--- config.mk ---
export PLATFORM = sky130hd
export DESIGN_NAME = rvc_asap_5pl_d_mem_arb_flat
export DESIGN_NICKNAME = d
export VERILOG_FILES = /design/src/rtl/rvc_asap_5pl_d_mem_arb_if.sv /design/src/rtl/rvc_asap_5pl_d_mem_arb.sv /design/src/flat_wrapper.sv
export SDC_FILE = /design/constraint.sdc
export NUM_CORES = 1
export LEC_CHECK = 0
export ABC_AREA = 1
export CAP_MARGIN = 15
export CORE_AREA = 2 2 139 141
export CTS_BUF_LIST = sky130_fd_sc_hd__clkbuf_16
export DETAILED_ROUTE_END_ITERATION = 8
export DIE_AREA = 0 0 141 143
export GPL_TIMING_DRIVEN = 0
export PLACE_DENSITY = 0.66
export SLEW_MARGIN = 5
export SYNTH_ARGS = -nofsm -noshare
export SYNTH_HDL_FRONTEND = slang
export SYNTH_SLANG_ARGS = --single-unit
--- constraint.sdc ---
create_clock -name clock -period 2.2 [get_ports clock]
set_clock_uncertainty 0.2 [all_clocks]
set_input_delay 0.44 -clock clock [delete_from_list [all_inputs] [get_ports clock]]
set_output_delay 0.44 -clock clock [all_outputs]
set_load 0.02 [all_outputs]
--- src/rtl/rvc_asap_5pl_d_mem_arb_if.sv ---
// Bus bundle for the data-memory arbiter: two requester ports, the single memory port
// and the performance counters.
//   slave  : arbiter side (takes requests and mem_q_i, drives grants, responses, mem_*)
//   master : environment side (requesters, memory model, counter observer)
interface rvc_asap_5pl_d_mem_arb_if #(
  parameter int unsigned CNT_W = 16
);
  // Port 0: core load/store stage
  logic             p0_valid_i;
  logic             p0_ready_o;
  logic [31:0]      p0_addr_i;
  logic [31:0]      p0_wdata_i;
  logic [3:0]       p0_byteen_i;
  logic             p0_wren_i;
  logic             p0_rsp_valid_o;
  logic [31:0]      p0_rdata_o;
  // Port 1: external requester (debug / DMA)
  logic             p1_valid_i;
  logic             p1_ready_o;
  logic [31:0]      p1_addr_i;
  logic [31:0]      p1_wdata_i;
  logic [3:0]       p1_byteen_i;
  logic             p1_wren_i;
  logic             p1_rsp_valid_o;
  logic [31:0]      p1_rdata_o;
  // Memory port
  logic [31:0]      mem_data_o;
  logic [31:0]      mem_addr_o;
  logic [3:0]       mem_byteen_o;
  logic             mem_wren_o;
  logic             mem_rden_o;
  logic [31:0]      mem_q_i;
  // Performance counters
  logic [CNT_W-1:0] p0_grant_cnt_o;
  logic [CNT_W-1:0] p1_grant_cnt_o;
  logic [CNT_W-1:0] conflict_cnt_o;

  modport slave (
    input  p0_valid_i, p0_addr_i, p0_wdata_i, p0_byteen_i, p0_wren_i,
    input  p1_valid_i, p1_addr_i, p1_wdata_i, p1_byteen_i, p1_wren_i,
    input  mem_q_i,
    output p0_ready_o, p0_rsp_valid_o, p0_rdata_o,
    output p1_ready_o, p1_rsp_valid_o, p1_rdata_o,
    output mem_data_o, mem_addr_o, mem_byteen_o, mem_wren_o, mem_rden_o,
    output p0_grant_cnt_o, p1_grant_cnt_o, conflict_cnt_o
  );

  modport master (
    output p0_valid_i, p0_addr_i, p0_wdata_i, p0_byteen_i, p0_wren_i,
    output p1_valid_i, p1_addr_i, p1_wdata_i, p1_byteen_i, p1_wren_i,
    output mem_q_i,
    input  p0_ready_o, p0_rsp_valid_o, p0_rdata_o,
    input  p1_ready_o, p1_rsp_valid_o, p1_rdata_o,
    input  mem_data_o, mem_addr_o, mem_byteen_o, mem_wren_o, mem_rden_o,
    input  p0_grant_cnt_o, p1_grant_cnt_o, conflict_cnt_o
  );
endinterface

--- src/rtl/rvc_asap_5pl_d_mem_arb.sv ---
// Two-requester arbiter/sequencer for the single data-memory port of the 5-stage core.
// Port 0 (load/store stage) has default priority; port 1 wins when port 0 is idle or
// after STARVE_LIMIT consecutive denied cycles. Grants are combinational, reads return
// one cycle later and are routed back to the issuing port.
// Ports:
//   clock : rising-edge clock
//   rst_n : asynchronous active-low reset
//   bus   : requester ports, memory port and performance counters (slave modport)
module rvc_asap_5pl_d_mem_arb #(
  parameter int unsigned STARVE_LIMIT = 8,
  parameter int unsigned CNT_W        = 16
) (
  input logic                     clock,
  input logic                     rst_n,
  rvc_asap_5pl_d_mem_arb_if.slave bus
);

  localparam logic [7:0] Limit = 8'(STARVE_LIMIT);

  logic [7:0]       starve_q, starve_d;
  logic             rd_pend_q, rd_pend_d;
  logic             rd_src_q, rd_src_d;
  logic [CNT_W-1:0] p0_cnt_q, p0_cnt_d;
  logic [CNT_W-1:0] p1_cnt_q, p1_cnt_d;
  logic [CNT_W-1:0] conflict_q, conflict_d;

  logic p1_wins, gnt0, gnt1, rd_grant, both_valid;

  // Grants are masked by rst_n so nothing reaches the memory while in reset.
  assign p1_wins    = bus.p1_valid_i && (!bus.p0_valid_i || (starve_q == Limit));
  assign gnt1       = rst_n && p1_wins;
  assign gnt0       = rst_n && bus.p0_valid_i && !p1_wins;
  assign rd_grant   = (gnt0 && !bus.p0_wren_i) || (gnt1 && !bus.p1_wren_i);
  assign both_valid = bus.p0_valid_i && bus.p1_valid_i;

  assign bus.p0_ready_o = gnt0;
  assign bus.p1_ready_o = gnt1;

  // Memory port mux
  always_comb begin
    bus.mem_data_o   = '0;
    bus.mem_addr_o   = '0;
    bus.mem_byteen_o = '0;
    bus.mem_wren_o   = 1'b0;
    bus.mem_rden_o   = 1'b0;
    if (gnt0) begin
      bus.mem_data_o   = bus.p0_wdata_i;
      bus.mem_addr_o   = bus.p0_addr_i;
      bus.mem_byteen_o = bus.p0_byteen_i;
      bus.mem_wren_o   = bus.p0_wren_i;
      bus.mem_rden_o   = !bus.p0_wren_i;
    end else if (gnt1) begin
      bus.mem_data_o   = bus.p1_wdata_i;
      bus.mem_addr_o   = bus.p1_addr_i;
      bus.mem_byteen_o = bus.p1_byteen_i;
      bus.mem_wren_o   = bus.p1_wren_i;
      bus.mem_rden_o   = !bus.p1_wren_i;
    end
  end

  // Read responses: mem_q_i is steered to whichever port issued last cycle's read.
  always_comb begin
    bus.p0_rsp_valid_o = rst_n && rd_pend_q && !rd_src_q;
    bus.p1_rsp_valid_o = rst_n && rd_pend_q && rd_src_q;
    bus.p0_rdata_o     = bus.p0_rsp_valid_o ? bus.mem_q_i : 32'h0;
    bus.p1_rdata_o     = bus.p1_rsp_valid_o ? bus.mem_q_i : 32'h0;
  end

  // Next-state
  always_comb begin
    starve_d   = starve_q;
    rd_pend_d  = rd_grant;
    rd_src_d   = rd_grant ? gnt1 : rd_src_q;
    p0_cnt_d   = p0_cnt_q;
    p1_cnt_d   = p1_cnt_q;
    conflict_d = conflict_q;

    if (!bus.p1_valid_i || gnt1) begin
      starve_d = 8'd0;
    end else if (starve_q != Limit) begin
      starve_d = starve_q + 8'd1;
    end

    if (gnt0) p0_cnt_d = p0_cnt_q + CNT_W'(1);
    if (gnt1) p1_cnt_d = p1_cnt_q + CNT_W'(1);
    if (both_valid && (conflict_q != '1)) conflict_d = conflict_q + CNT_W'(1);
  end

  always_ff @(posedge clock or negedge rst_n) begin
    if (!rst_n) begin
      starve_q   <= 8'd0;
      rd_pend_q  <= 1'b0;
      rd_src_q   <= 1'b0;
      p0_cnt_q   <= '0;
      p1_cnt_q   <= '0;
      conflict_q <= '0;
    end else begin
      starve_q   <= starve_d;
      rd_pend_q  <= rd_pend_d;
      rd_src_q   <= rd_src_d;
      p0_cnt_q   <= p0_cnt_d;
      p1_cnt_q   <= p1_cnt_d;
      conflict_q <= conflict_d;
    end
  end

  assign bus.p0_grant_cnt_o = p0_cnt_q;
  assign bus.p1_grant_cnt_o = p1_cnt_q;
  assign bus.conflict_cnt_o = conflict_q;

endmodule

--- src/flat_wrapper.sv ---
// flat-port wrapper written by rule: the top's interface ports become plain ports
module rvc_asap_5pl_d_mem_arb_flat 
#(
  parameter int unsigned STARVE_LIMIT = 8,
  parameter int unsigned CNT_W        = 16
)
  (clock, rst_n, bus_p0_valid_i, bus_p0_addr_i, bus_p0_wdata_i, bus_p0_byteen_i, bus_p0_wren_i, bus_p1_valid_i, bus_p1_addr_i, bus_p1_wdata_i, bus_p1_byteen_i, bus_p1_wren_i, bus_mem_q_i, bus_p0_ready_o, bus_p0_rsp_valid_o, bus_p0_rdata_o, bus_p1_ready_o, bus_p1_rsp_valid_o, bus_p1_rdata_o, bus_mem_data_o, bus_mem_addr_o, bus_mem_byteen_o, bus_mem_wren_o, bus_mem_rden_o, bus_p0_grant_cnt_o, bus_p1_grant_cnt_o, bus_conflict_cnt_o);
  rvc_asap_5pl_d_mem_arb_if #(.CNT_W(CNT_W)) bus_i ();
  input logic clock;
  input logic rst_n;
  input wire logic [$bits(bus_i.p0_valid_i)-1:0] bus_p0_valid_i;
  input wire logic [$bits(bus_i.p0_addr_i)-1:0] bus_p0_addr_i;
  input wire logic [$bits(bus_i.p0_wdata_i)-1:0] bus_p0_wdata_i;
  input wire logic [$bits(bus_i.p0_byteen_i)-1:0] bus_p0_byteen_i;
  input wire logic [$bits(bus_i.p0_wren_i)-1:0] bus_p0_wren_i;
  input wire logic [$bits(bus_i.p1_valid_i)-1:0] bus_p1_valid_i;
  input wire logic [$bits(bus_i.p1_addr_i)-1:0] bus_p1_addr_i;
  input wire logic [$bits(bus_i.p1_wdata_i)-1:0] bus_p1_wdata_i;
  input wire logic [$bits(bus_i.p1_byteen_i)-1:0] bus_p1_byteen_i;
  input wire logic [$bits(bus_i.p1_wren_i)-1:0] bus_p1_wren_i;
  input wire logic [$bits(bus_i.mem_q_i)-1:0] bus_mem_q_i;
  output wire logic [$bits(bus_i.p0_ready_o)-1:0] bus_p0_ready_o;
  output wire logic [$bits(bus_i.p0_rsp_valid_o)-1:0] bus_p0_rsp_valid_o;
  output wire logic [$bits(bus_i.p0_rdata_o)-1:0] bus_p0_rdata_o;
  output wire logic [$bits(bus_i.p1_ready_o)-1:0] bus_p1_ready_o;
  output wire logic [$bits(bus_i.p1_rsp_valid_o)-1:0] bus_p1_rsp_valid_o;
  output wire logic [$bits(bus_i.p1_rdata_o)-1:0] bus_p1_rdata_o;
  output wire logic [$bits(bus_i.mem_data_o)-1:0] bus_mem_data_o;
  output wire logic [$bits(bus_i.mem_addr_o)-1:0] bus_mem_addr_o;
  output wire logic [$bits(bus_i.mem_byteen_o)-1:0] bus_mem_byteen_o;
  output wire logic [$bits(bus_i.mem_wren_o)-1:0] bus_mem_wren_o;
  output wire logic [$bits(bus_i.mem_rden_o)-1:0] bus_mem_rden_o;
  output wire logic [$bits(bus_i.p0_grant_cnt_o)-1:0] bus_p0_grant_cnt_o;
  output wire logic [$bits(bus_i.p1_grant_cnt_o)-1:0] bus_p1_grant_cnt_o;
  output wire logic [$bits(bus_i.conflict_cnt_o)-1:0] bus_conflict_cnt_o;
  assign bus_i.p0_valid_i = bus_p0_valid_i;
  assign bus_i.p0_addr_i = bus_p0_addr_i;
  assign bus_i.p0_wdata_i = bus_p0_wdata_i;
  assign bus_i.p0_byteen_i = bus_p0_byteen_i;
  assign bus_i.p0_wren_i = bus_p0_wren_i;
  assign bus_i.p1_valid_i = bus_p1_valid_i;
  assign bus_i.p1_addr_i = bus_p1_addr_i;
  assign bus_i.p1_wdata_i = bus_p1_wdata_i;
  assign bus_i.p1_byteen_i = bus_p1_byteen_i;
  assign bus_i.p1_wren_i = bus_p1_wren_i;
  assign bus_i.mem_q_i = bus_mem_q_i;
  assign bus_p0_ready_o = bus_i.p0_ready_o;
  assign bus_p0_rsp_valid_o = bus_i.p0_rsp_valid_o;
  assign bus_p0_rdata_o = bus_i.p0_rdata_o;
  assign bus_p1_ready_o = bus_i.p1_ready_o;
  assign bus_p1_rsp_valid_o = bus_i.p1_rsp_valid_o;
  assign bus_p1_rdata_o = bus_i.p1_rdata_o;
  assign bus_mem_data_o = bus_i.mem_data_o;
  assign bus_mem_addr_o = bus_i.mem_addr_o;
  assign bus_mem_byteen_o = bus_i.mem_byteen_o;
  assign bus_mem_wren_o = bus_i.mem_wren_o;
  assign bus_mem_rden_o = bus_i.mem_rden_o;
  assign bus_p0_grant_cnt_o = bus_i.p0_grant_cnt_o;
  assign bus_p1_grant_cnt_o = bus_i.p1_grant_cnt_o;
  assign bus_conflict_cnt_o = bus_i.conflict_cnt_o;
  rvc_asap_5pl_d_mem_arb #(.STARVE_LIMIT(STARVE_LIMIT), .CNT_W(CNT_W)) u_core (.clock(clock), .rst_n(rst_n), .bus(bus_i));
endmodule
== Word level (Yosys, flattened, before mapping) ==
Index checks and enable logic that the tools add are counted.

* Add/subtract/negate cells: 4
* Multiply operators: 0
* Div/mod/pow operators: 0
* Order comparisons: 0
* Equal/unequal tests: 3
* Shift operators: 0
* Mux-type cells: 14
* Bitwise operators: 0
* Reduce and logical (&&, ||, !) cells: 21

{| class="wikitable"
|+ Operators with widths
! cell !! number
|-
| $mux 32 || 6
|-
| $add 16x1->16 const B || 3
|-
| $mux 8 || 2
|-
| $ne 16x16->1 const B || 1
|-
| $logic_and 1x1->1 || 11
|-
| $add 8x1->8 const B || 1
|-
| $eq 8x4->1 const B || 1
|-
| $mux 4 || 2
|-
| $ne 8x4->1 const B || 1
|-
| $logic_not 1->1 || 6
|-
| $mux 1 || 4
|-
| $logic_or 1x1->1 || 3
|-
| $reduce_bool 2->1 || 1
|}

* Register bits: 58
* Latch bits: 0
* RAM bits: 0
* Memory bits (read-only): 0
* Input port bits: 174
* Output and inout bits: 186
* Memories kept: 0

== Depth between registers and ports, before layout ==
Gate-level depths: netlist (run 1).

* Depth in word-level cells: 7
* Mapped depth: 10
* Depth with buffers taken out: 8

== Worst setup path before layout (run 1) ==
Ideal clock, no wire load.

* Kind: input-to-output
* From: in rst_n
* To: out bus_p1_rdata_o[10]
* Arrival: 1.738 ns
* Path slack: -0.178 ns
* Stages: 5
* Buffers on the path: 1
* Cells stage by stage: inv_1 -> nor3_1 -> inv_1 -> clkbuf_1 -> nor2_1

* Longest elaborated chain between the ends: 3

{| class="wikitable"
|+ Ends and longest elaborated chain
! item !! RTL line !! RTL
|-
| start, declared || flat_wrapper.sv:10 || <nowiki>input logic rst_n;</nowiki>
|-
| $logic_and 1x1->1 (2 in series) || rvc_asap_5pl_d_mem_arb.sv:64 || <nowiki>bus.p1_rsp_valid_o = rst_n && rd_pend_q && rd_src_q;</nowiki>
|-
| via bus_p1_rsp_valid_o || flat_wrapper.sv:26 || <nowiki>output wire logic [$bits(bus_i.p1_rsp_valid_o)-1:0] bus_p1_rsp_valid_o;</nowiki>
|-
| $mux 32 || rvc_asap_5pl_d_mem_arb.sv:66 || <nowiki>bus.p1_rdata_o = bus.p1_rsp_valid_o ? bus.mem_q_i : 32'h0;</nowiki>
|-
| end, declared || flat_wrapper.sv:27 || <nowiki>output wire logic [$bits(bus_i.p1_rdata_o)-1:0] bus_p1_rdata_o;</nowiki>
|}

The timed path passes the listed nets, and every way through them passes these cells.

== Final worst setup path (run 1) ==
* From: reg u_core.starve_q[0]
* To: out bus_mem_data_o[21]

* Longest elaborated chain between the ends: 6

{| class="wikitable"
|+ Ends and longest elaborated chain
! item !! RTL line !! RTL
|-
| start, declared || rvc_asap_5pl_d_mem_arb.sv:20 || <nowiki>logic [7:0] starve_q, starve_d;</nowiki>
|-
| start signal, assigned || rvc_asap_5pl_d_mem_arb.sv:98 || <nowiki>starve_q <= starve_d;</nowiki>
|-
| $eq 8x4->1 * || rvc_asap_5pl_d_mem_arb.sv:30 || <nowiki>assign p1_wins = bus.p1_valid_i && (!bus.p0_valid_i || (starve_q == Limit));</nowiki>
|-
| $logic_or 1x1->1 * || rvc_asap_5pl_d_mem_arb.sv:30 ||
|-
| $logic_and 1x1->1 * || rvc_asap_5pl_d_mem_arb.sv:30 ||
|-
| $logic_and 1x1->1 or $logic_not 1->1 (tied branches) || rvc_asap_5pl_d_mem_arb.sv:31, rvc_asap_5pl_d_mem_arb.sv:32 ||
|-
| $mux 32 or $logic_and 1x1->1 (tied branches) || rvc_asap_5pl_d_mem_arb.sv:52, rvc_asap_5pl_d_mem_arb.sv:32 ||
|-
| $mux 32 * || rvc_asap_5pl_d_mem_arb.sv:46 || <nowiki>if (gnt0) begin</nowiki>
|-
| end, declared || flat_wrapper.sv:28 || <nowiki>output wire logic [$bits(bus_i.mem_data_o)-1:0] bus_mem_data_o;</nowiki>
|}

Mark *: on every way between the ends. The rest lies on a longest branch, timed or not.

==> flow_metrics.env, run 1 <==
export IMPL_status="finished with violations"
export IMPL_violations="negative setup slack"
export IMPL_crit_family="buffers and inverters"
export IMPL_ir_drop_mv=0.390
export IMPL_critPathKind="register to output pin"
export IMPL_power_density_nw_per_um2=495
export IMPL_cp_end_kind="output pin"
export IMPL_synth_most_common_cell="nand2_1"
export IMPL_hold_path_class="primary input to register"
export IMPL_required_ps=1560
export IMPL_hold_viol=0
export IMPL_crit_chain="inv_2, ha_4, nand3_4, o21ai_4, buf_12, a21oi_4, buf_8, buf_8, nand2_2, nand2_1, buf_4"
export IMPL_syn_cell_area_sq_um=4620
export IMPL_drive_gt1_frac=0.294
export IMPL_clock_sinks=58
export IMPL_critPathLaunchType="register"
export IMPL_grt_max_degree=32
export IMPL_syn_nets=964
export IMPL_arrival_ps=2000
export IMPL_portBuffers=359
export IMPL_synth_edf_count=0
export IMPL_hold_ws_ps=279
export IMPL_tns_ps=-31630
export IMPL_placed_area_sq_um=8540
export IMPL_critPathMaxStageDelay_ps=390
export IMPL_antenna_left=0
export IMPL_drc_errors=0
export IMPL_ys_seq_elements=58
export IMPL_wl_per_cell_um=16.3
export IMPL_dr_pass1_iters=5
export IMPL_max_freq_mhz=379
export IMPL_dieWidth_um=141
export IMPL_die_h_um=143
export IMPL_clkSlewWorstSetupHoldPaths_ps=60
export IMPL_post_place_cells=1378
export IMPL_crit_top_cell="buf_8"
export IMPL_track_usage=0.213
export IMPL_core_sq_um=18600
export IMPL_fin_cells=1440
export IMPL_hpwlAfterDp_um=17600
export IMPL_totalPowerFinal_mw=5.11
export IMPL_critical_path_slowest_cell="dfrtp_1"
export IMPL_yosysWarnings=0
export IMPL_num_rows=50
export IMPL_grt_pass1_wl_um=33400
export IMPL_dr_first_iter_drc_count=288
export IMPL_grt_pass1_vias=5875
export IMPL_via_count=6356
export IMPL_finalCritPeriodShare=1.20
export IMPL_antenna_cells=0
export IMPL_fin_nets=1380
export IMPL_clockRootBuffer="clkbuf_16"
export IMPL_start_util=0.249
export IMPL_syn_area_per_cell_sq_um=5.89
export IMPL_synth_top_area_cell="dfrtp_1"
export IMPL_area_growth_syn_to_layout_pct=124
export IMPL_ys_flop_type="dfrtp_1"
export IMPL_drv_cap=0
export IMPL_async_flop_share=1.00
export IMPL_ys_types=26
export IMPL_final_setup_viol_count=114
export IMPL_die_area_sq_um=20200
export IMPL_cp_num_buf_inv=5
export IMPL_fin_area_sq_um=10300
export IMPL_antenna_found_initial=3
export IMPL_relSlewSlack=0.588
export IMPL_synth_area_top_cells="dfrtp_1 31%, nand2_1 31%, nor2_1 9.0%"
export IMPL_cts_made_buffers=9
export IMPL_grt_ovfl_total=0
export IMPL_wl_um=23400
export IMPL_htree_levels=3
export IMPL_slew_violations=0
export IMPL_synth_top_area_share=0.314
export IMPL_cts_tree="done"
export IMPL_ys_top_cells_by_count="385 x nand2_1, 111 x nor2_1, 79 x inv_1, 58 x dfrtp_1, 27 x nand3_1"
export IMPL_clock_latency_ps=330
export IMPL_synthCells=785
export IMPL_worst_pin_slew_ps=616
export IMPL_seq_area_frac_synth=0.314
export IMPL_period_minus_slack_ps=2640
export IMPL_p_leak_nw=4.89
export IMPL_num_io_pins=360
export IMPL_gp_congestion=0.903
export IMPL_clockBufferDepth=2
export IMPL_rsz0062_at_grt="yes"
export IMPL_worst_slack_ps=-438
export IMPL_viasPerCell=4.41
export IMPL_worst_path_max_fanout=10
[path summary, 6_finish.rpt]
check                                                   start                       endpoint  slack, ps  depth (start not counted)
worst max-delay path                       u_core.starve_q[0]             bus_mem_data_o[21]       -440                         11
worst min-delay path                                    rst_n               u_core.rd_pend_q        280                          3
worst max register to register   u_core.bus.conflict_cnt_o[0]  u_core.bus.conflict_cnt_o[12]        180                          9
worst min register to register  u_core.bus.p0_grant_cnt_o[14]  u_core.bus.p0_grant_cnt_o[14]        320                          2
max in group asynchronous                               rst_n   u_core.bus.p0_grant_cnt_o[3]        910                          2
min in group asynchronous                               rst_n   u_core.bus.p0_grant_cnt_o[0]        490                          2
[registers in the layout (all words and copies together) (netlist names)]
register	count
u_core.bus.p1_grant_cnt_o	16
u_core.rd_src_q	1
u_core.starve_q	8
u_core.rd_pend_q	1
u_core.bus.p0_grant_cnt_o	16
u_core.bus.conflict_cnt_o	16
[report_power, final]
part | internal [mW] | switching (mW)
Clock | 0.871 | 0.521
Sequential | 1.24 | 0.278
Combinational | 1.12 | 1.08
[cell usage in the layout, fill, tap and decap left out, types with 2 or more instances in the layout]
cell / Yosys / routed
inv_2: 2 / 6
nor3_4: 0 / 2
nand4_1: 11 / 11
nand2_4: 0 / 6
inv_1: 79 / 73
nor2_4: 1 / 51
nand2_1: 385 / 329
bufbuf_16: 0 / 2
o21ai_4: 2 / 2
clkbuf_16: 0 / 12
buf_16: 0 / 2
xnor2_1: 18 / 18
dfrtp_1: 58 / 58
buf_12: 0 / 8
nand3_1: 27 / 26
buf_2: 15 / 10
nor3_2: 2 / 2
ha_1: 5 / 4
a21oi_1: 2 / 2
dlygate4sd3_1: 0 / 2
clkbuf_1: 10 / 2
buf_4: 1 / 29
clkinvlp_4: 0 / 3
nor2_1: 111 / 56
clkdlybuf4s50_1: 0 / 218
nand2_2: 1 / 51
dlygate4sd2_1: 0 / 3
xor2_1: 18 / 18
o21ai_0: 23 / 22
buf_8: 0 / 14
buf_6: 2 / 135
clkbuf_2: 0 / 2
nand3_4: 1 / 2
nor2_2: 0 / 5
nor3_1: 7 / 5
[per-layer routing]
metal  GRT usage  vias up  wire [um]
li1            -     3203          -
met1       0.278     2880       9860
met2       0.355      245      11400
met3      0.0644       22       1780
met4      0.0368        6        314
met5           0        -         41
[kinds of logic after synthesis]
group | share of synthesized area
XOR/XNOR | 0.0682
AO/OA/AOI/OAI | 0.0371
adder cells (fa/ha/maj) | 0.0135
flip-flops | 0.314
AND/OR/NAND/NOR | 0.470
buffers and inverters | 0.0967
[per-stage QoR]
step,utilization,setup WS (ps)
floorplan,-,19.9
global placement,0.460,-3570
detailed placement,0.460,-1420
CTS,0.519,-471
global route,0.556,-549
finish,0.556,-438
[area by class of cell]
| class | count | area, sq um |
|---|---|---|
| tap | 234 | 293 |
| clock inverter | 7 | 70.1 |
| inverter | 81 | 319 |
| multi-input combinational | 618 | 3340 |
| fill | 1693 | 8250 |
| buffer | 24 | 309 |
| clock buffer | 9 | 225 |
| sequential | 58 | 1450 |
| timing repair buffer | 409 | 4320 |
[repair_timing]
item                                   in CTS  in global routing
buffers inserted                           26                 14
pin swaps                                  14                 12
gates cloned                               10                  1
hold buffers                                2                  0
gates resized for setup                   870                204
setup endpoints to repair                 138                140
endpoints found under the hold margin      58                  0
[worst register-to-register path: stages, from the launching register on]
cell and delay, ps:
dfrtp_1 460, ha_1 250, nand2_2 90, nor2_4 130, nand2_1 120, o21ai_4 250, inv_2 70, buf_2 200
nand2_1 80, nand2_1 60
Note: power is estimated with default switching activity, not from simulation.
==> inputs of run 2 (changes only) <==
--- a/config.mk
+++ b/config.mk
@@ -14,4 +14,5 @@
 export GPL_TIMING_DRIVEN = 0
 export PLACE_DENSITY = 0.66
+export SETUP_SLACK_MARGIN = 0.1
 export SLEW_MARGIN = 5
 export SYNTH_ARGS = -nofsm -noshare
--- a/constraint.sdc
+++ b/constraint.sdc
@@ -3,3 +3,3 @@
 set_input_delay 0.44 -clock clock [delete_from_list [all_inputs] [get_ports clock]]
 set_output_delay 0.44 -clock clock [all_outputs]
-set_load 0.02 [all_outputs]
+set_load 0.05 [all_outputs]
==> run 2 against run 1 <==
Compared with the run above:
- critical path depth up 1
- design area up 36%
- via count rose by 6.1%
- the run still ends with negative setup slack left
- non-clock buffer count increased by 38
- worst hold slack better by 31 ps
- setup slack lost 130 ps
- maximum frequency down 4.8%
- first-iteration DRC count down 11%
- highest routed layer unchanged
- global-route usage grew 5.0 points
- final cell count increased by 3.1%
==> flow_metrics.env, run 2 (synthesis results as in run 1) <==
export IMPL_fin_nets=1418
export IMPL_p_comb_frac=0.521
export IMPL_clkSlewWorstSetupHoldPaths_ps=50
export IMPL_grt_ovfl_total=0
export IMPL_die_h_um=143
export IMPL_cts_tree="done"
export IMPL_relSlewSlack=0.543
export IMPL_wl_um=27800
export IMPL_viasPerCell=4.54
export IMPL_worstHoldEndpoint="u_core.bus.p1_grant_cnt_o[13]"
export IMPL_via_count=6743
export IMPL_violations="negative setup slack"
export IMPL_totalPowerFinal_mw=6.45
export IMPL_max_freq_mhz=361
export IMPL_reg2reg_depth=13
export IMPL_clock_latency_ps=330
export IMPL_arrival_ps=2130
export IMPL_required_ps=1560
export IMPL_portBuffers=359
export IMPL_use_met2=0.455
export IMPL_cp_end_kind="output pin"
export IMPL_antenna_left=0
export IMPL_hold_ws_ps=310
export IMPL_num_io_pins=360
export IMPL_internal_power_mw=3.71
export IMPL_wl_per_cell_um=18.7
export IMPL_grt_pass1_vias=6663
export IMPL_hpwlAfterDp_um=20200
export IMPL_grt_max_degree=32
export IMPL_r2r_end="u_core.bus.p1_grant_cnt_o[4]"
export IMPL_dr_first_iter_drc_count=257
export IMPL_grt_busiest_layer="met2"
export IMPL_gp_congestion=0.913
export IMPL_final_core_util=0.757
export IMPL_worst_pin_slew_ps=683
export IMPL_track_usage=0.263
export IMPL_final_cell_mix="192 x nand2_1, 171 x clkdlybuf4s50_1, 115 x nand2_8"
export IMPL_area_growth_syn_to_layout_pct=204
export IMPL_period_minus_slack_ps=2770
export IMPL_htree_levels=3
export IMPL_met3_usage=0.0748
export IMPL_dieWidth_um=141
export IMPL_drv_cap=0
export IMPL_r2r_start="u_core.starve_q[1]"
export IMPL_clock_sinks=58
export IMPL_drive_gt1_frac=0.438
export IMPL_layout_commonest_cell="nand2_1"
export IMPL_cts_made_buffers=9
export IMPL_ir_drop_mv=0.886
export IMPL_critPathKind="register to output pin"
export IMPL_finalCritPeriodShare=1.26
export IMPL_num_rows=50
export IMPL_dr_pass1_iters=5
export IMPL_placed_area_sq_um=11300
export IMPL_clockBufferDepth=2
export IMPL_rsz0062_at_grt="yes"
export IMPL_hold_path_class="register to register"
export IMPL_whs_path_depth=2
export IMPL_power_frac_seq=0.234
export IMPL_grt_use_met1=0.316
export IMPL_pwr_share_clk=0.245
export IMPL_worst_path_max_fanout=6
export IMPL_worst_slack_ps=-571
export IMPL_core_sq_um=18600
export IMPL_status="finished with violations"
export IMPL_start_util=0.249
export IMPL_hold_viol=0
export IMPL_drc_errors=0
export IMPL_power_density_nw_per_um2=459
export IMPL_clockRootBuffer="clkbuf_16"
export IMPL_p_leak_nw=6.16
export IMPL_switchingPower_mw=2.74
export IMPL_die_area_sq_um=20200
export IMPL_grt_pass1_wl_um=40000
export IMPL_power_switching_share=0.425
export IMPL_reg2reg_slack_ps=130
export IMPL_final_setup_viol_count=133
export IMPL_fin_area_sq_um=14100
export IMPL_hold_start="u_core.bus.p1_grant_cnt_o[13]"
export IMPL_slew_violations=0
export IMPL_critPathLaunchType="register"
export IMPL_antenna_found_initial=7
## run 2: changes by cell type in the layout (fill, tap and decap cells not counted), moves of 24 or more
cell,before,now
buf_6,135,55
dlygate4sd2_1,3,49
buf_8,14,74
nand2_1,329,192
nand2_4,6,52
nand2_8,0,115
clkdlybuf4s50_1,218,171
buf_12,8,57
nand2_2,51,27
## run 2: cell type report
class	instances	area, sq um
multi-input cells	618	5610
repair buffers	445	5490
fillers	1238	4520
flip-flops and latches	58	1450
plain buffers	26	549
inverters	81	320
well taps	234	293
clock buffers	9	225
clock inverters	7	108
diodes	7	17.5
## run 2: how the worst max path moves through the flow
stage | startpoint | endpoint | slack, ps | depth (start not counted)
floorplan | rst_n | bus_p0_rdata_o[10] | -160 | 5
global placement | rst_n | bus_mem_addr_o[15] | -3740 | 8
detailed placement | rst_n | bus_mem_data_o[30] | -1490 | 8
CTS | u_core.starve_q[0] | bus_mem_data_o[3] | -620 | 12
global route | u_core.starve_q[1] | bus_mem_addr_o[13] | -650 | 12
finish | u_core.starve_q[1] | bus_mem_addr_o[13] | -570 | 12
## run 2: timing repair
item	in CTS	in global routing
pin swaps	14	25
resized for setup	1187	84
endpoints found under the setup margin	196	156
hold endpoints to repair	58	0
buffers inserted	35	35
hold buffers	2	0
gates cloned	17	1
## run 2: power groups by stage
| stage | combinational [mW] | clock [mW] | sequential (mW) |
|---|---|---|---|
| final | 3.36 | 1.58 | 1.51 |
| after CTS | 3.25 | 1.61 | 1.51 |
| after floorplan | 1.29 | 0 | 2.04 |
| after detailed placement | 2.96 | 0 | 1.53 |
| after global routing | 3.53 | 1.66 | 1.55 |
| after global placement | 2.94 | 0 | 1.53 |
## run 2: metal layers
metal  vias up  part of all wire
li1       3305                 -
met1      3138              0.39
met2       249              0.51
met3        45             0.071
met4         6             0.025
met5         -            0.0012
## run 2: metrics by stage
| stage | setup TNS [ps] | worst slack [ps] | instances |
|---|---|---|---|
| floorplan | -8610 | -159 | 785 |
| global placement | -688040 | -3740 | 1378 |
| detailed placement | -187870 | -1490 | 1378 |
| CTS | -42590 | -624 | 1448 |
| global route | -52080 | -654 | 1480 |
| finish | -41690 | -571 | 1485 |
## run 2: critical path, cell delays in order (launching register included)
cell and delay, ps:
dfrtp_1 390, inv_2 80, ha_4 140, nand3_4 70, o21ai_4 190, nand3_4 120, inv_8 100, buf_16 150
buf_12 120, buf_16 160, nand2_8 70, nand2_8 60, buf_8 140
==> patch, RTL diff (settings of run 2) <==
`CNT_W` is set to 16 in 3 places; all go to 14.
--- a/src/rtl/rvc_asap_5pl_d_mem_arb_if.sv
+++ b/src/rtl/rvc_asap_5pl_d_mem_arb_if.sv
@@ -3,7 +3,7 @@
 //   slave  : arbiter side (takes requests and mem_q_i, drives grants, responses, mem_*)
 //   master : environment side (requesters, memory model, counter observer)
 interface rvc_asap_5pl_d_mem_arb_if #(
-  parameter int unsigned CNT_W = 16
+  parameter int unsigned CNT_W = 14
 );
   // Port 0: core load/store stage
   logic             p0_valid_i;
--- a/src/rtl/rvc_asap_5pl_d_mem_arb.sv
+++ b/src/rtl/rvc_asap_5pl_d_mem_arb.sv
@@ -8,7 +8,7 @@
 //   bus   : requester ports, memory port and performance counters (slave modport)
 module rvc_asap_5pl_d_mem_arb #(
   parameter int unsigned STARVE_LIMIT = 8,
-  parameter int unsigned CNT_W        = 16
+  parameter int unsigned CNT_W        = 14
 ) (
   input logic                     clock,
   input logic                     rst_n,
--- a/src/flat_wrapper.sv
+++ b/src/flat_wrapper.sv
@@ -2,7 +2,7 @@
 module rvc_asap_5pl_d_mem_arb_flat 
 #(
   parameter int unsigned STARVE_LIMIT = 8,
-  parameter int unsigned CNT_W        = 16
+  parameter int unsigned CNT_W        = 14
 )
   (clock, rst_n, bus_p0_valid_i, bus_p0_addr_i, bus_p0_wdata_i, bus_p0_byteen_i, bus_p0_wren_i, bus_p1_valid_i, bus_p1_addr_i, bus_p1_wdata_i, bus_p1_byteen_i, bus_p1_wren_i, bus_mem_q_i, bus_p0_ready_o, bus_p0_rsp_valid_o, bus_p0_rdata_o, bus_p1_ready_o, bus_p1_rsp_valid_o, bus_p1_rdata_o, bus_mem_data_o, bus_mem_addr_o, bus_mem_byteen_o, bus_mem_wren_o, bus_mem_rden_o, bus_p0_grant_cnt_o, bus_p1_grant_cnt_o, bus_conflict_cnt_o);
   rvc_asap_5pl_d_mem_arb_if #(.CNT_W(CNT_W)) bus_i ();
Interface: changed (resized bus_conflict_cnt_o, bus_p0_grant_cnt_o and bus_p1_grant_cnt_o); port bits go from 360 to 354. No check against the original RTL was run, so the function may have changed too.
==> patch against run 2 <==
The flow still finishes with violations (negative setup slack); combinational power shrank 2%; area after synthesis decreased by 9.1%; wire length down 19%; design area fell by 13%; sequential cell count fell by 6; total power fell by 13%; register-to-register slack improved by 120 ps; worst setup slack better by 65 ps; critical endpoint is now bus_mem_addr_o[8]; largest power group unchanged; highest routed layer is now met4.
==> patch: results (changes against run 2) <==
path_clk_slew_ps: 70  # was 50 ps
finalWorstSetupSlack_ps: -506  # was -571 ps
dp_slack_ps: -1840  # was -1490 ps
dr.pass1.iters: 4  # was 5
grt_usage_pct: 19.9  # was 26.3%
hold_path_class: "input pin to register"  # was register to register
clk_latency_ps: 300  # was 330 ps
drive_gt1_share_pct: 42.2  # was 43.8%
arrival_ps: 2070  # was 2130 ps
slowest_delay_ps: 410  # was 390 ps
synth_common_cells: "nand2_1, nor2_1, inv_1"  # unchanged
outcome: "complete, but fails checks"  # unchanged
sw_frac_of_total_pct: 46.1  # was 42.5%
min_from: "bus_p1_valid_i"  # was u_core.bus.p1_grant_cnt_o[13]
synth_top_cells_by_area: "nand2_1, dfrtp_1, nor2_1"  # was dfrtp_1, nand2_1, nor2_1
peakVddDrop_v: 0.000679  # was 0.000886 V
vias: 5963  # was 6743
setup_violations: 121  # was 133
r2r_start: "u_core.starve_q[4]"  # was u_core.starve_q[1]
power.leakage_uw: 0.00598  # was 0.00616 uW
grt_pass1_wl_um: 31800  # was 40000 um
violations: "negative setup slack"  # unchanged
wl_per_cell_um: 16.6  # was 18.7 um
dp_hpwl_um: 16300  # was 20200 um
drt_iter0_markers: 137  # was 257
gp_congestion: 0.800  # was 0.913
synth_nets: 901  # was 964
port_buffers: 352  # was 359
cts_buffers: 5  # was 9
nets: 1305  # was 1418
nFillCells: 1439  # was 1238
tightest_slew_ps: 730  # was 683 ps
-- patch: cell types whose count changed after synthesis, moves of 4 or more --
cell and change:
nand3_1 -9, xnor2_1 -4, dfrtp_1 -6, nand4_1 -5
nand2_1 -34, o21ai_1 +5, clkbuf_1 +5, buf_6 +4
buf_2 -8
-- patch: per-layer routing --
layer	track usage [%]	wire (um)
met5	0	0
met4	3.89	285
met3	3.66	1230
met2	35.9	12200
met1	24.9	8790
-- patch: cell type report --
class | instances | area, sq um | share of cell area (%)
buffer | 28 | 495 | 4.06
tap | 234 | 293 | 2.40
sequential | 52 | 1300 | 10.7
timing repair buffer | 397 | 4770 | 39.1
inverter | 79 | 313 | 2.56
clock inverter | 3 | 50.0 | 0.410
clock buffer | 5 | 125 | 1.02
multi-input combinational | 563 | 4870 | 39.8
-- patch: power groups by stage --
stage,logic (uW),clock network (uW),registers (uW)
final,3290,945,1390
after global routing,3470,997,1430
after CTS,3130,969,1400
after detailed placement,2900,0,1420
after global placement,2880,0,1410
after floorplan,1200,0,1980
-- patch: worst max-delay path, delay by kind of cell (launching register included) --
family / cells / cell delay, ps
AOI/OAI and AO/OA: 1 / 230
DFF: 1 / 410
buffers and inverters: 5 / 630
and+or+nand+nor: 5 / 470
-- patch: path summary, 6_finish.rpt --
| check | end | slack (ps) | depth (start not counted) |
|---|---|---|---|
| worst max-delay path | bus_mem_addr_o[8] | -510 | 11 |
| worst min-delay path | u_core.starve_q[2] | 290 | 3 |
| worst max register to register | u_core.bus.p1_grant_cnt_o[6] | 250 | 9 |
| worst min register to register | u_core.bus.conflict_cnt_o[13] | 320 | 2 |
| max in group asynchronous | u_core.bus.conflict_cnt_o[1] | 750 | 2 |
| min in group asynchronous | u_core.bus.p0_grant_cnt_o[0] | 470 | 3 |
-- patch: timing repair --
item	CTS	global route
resized for setup	951	351
pin swaps	4	27
buffers inserted	13	15
endpoints found under the hold margin	52	52
setup endpoints to repair	190	201
cloned	7	6
-- patch: cell families after synthesis --
group                    share of synthesized area (%)
flip-flops                                        31.0
XOR/XNOR                                          6.25
buffers and inverters                             10.8
AND/OR/NAND/NOR                                   46.3
AO/OA/AOI/OAI                                     4.11
adder cells (fa/ha/maj)                           1.49
-- patch: metrics by stage --
stage / std cells / setup TNS [ps] / instance area [sq um] / util (%) / total power [uW]
after detailed placement: 1308 / -196800 / 10000 / 53.8 / 4320
after floorplan: 722 / -11930 / 6190 / - / 3180
after CTS: 1336 / -53070 / 11200 / 60.0 / 5500
after global placement: 1308 / -639810 / 10000 / 53.9 / 4290
final: 1361 / -34490 / 12200 / 65.8 / 5630
after global routing: 1361 / -46240 / 12200 / 65.8 / 5900
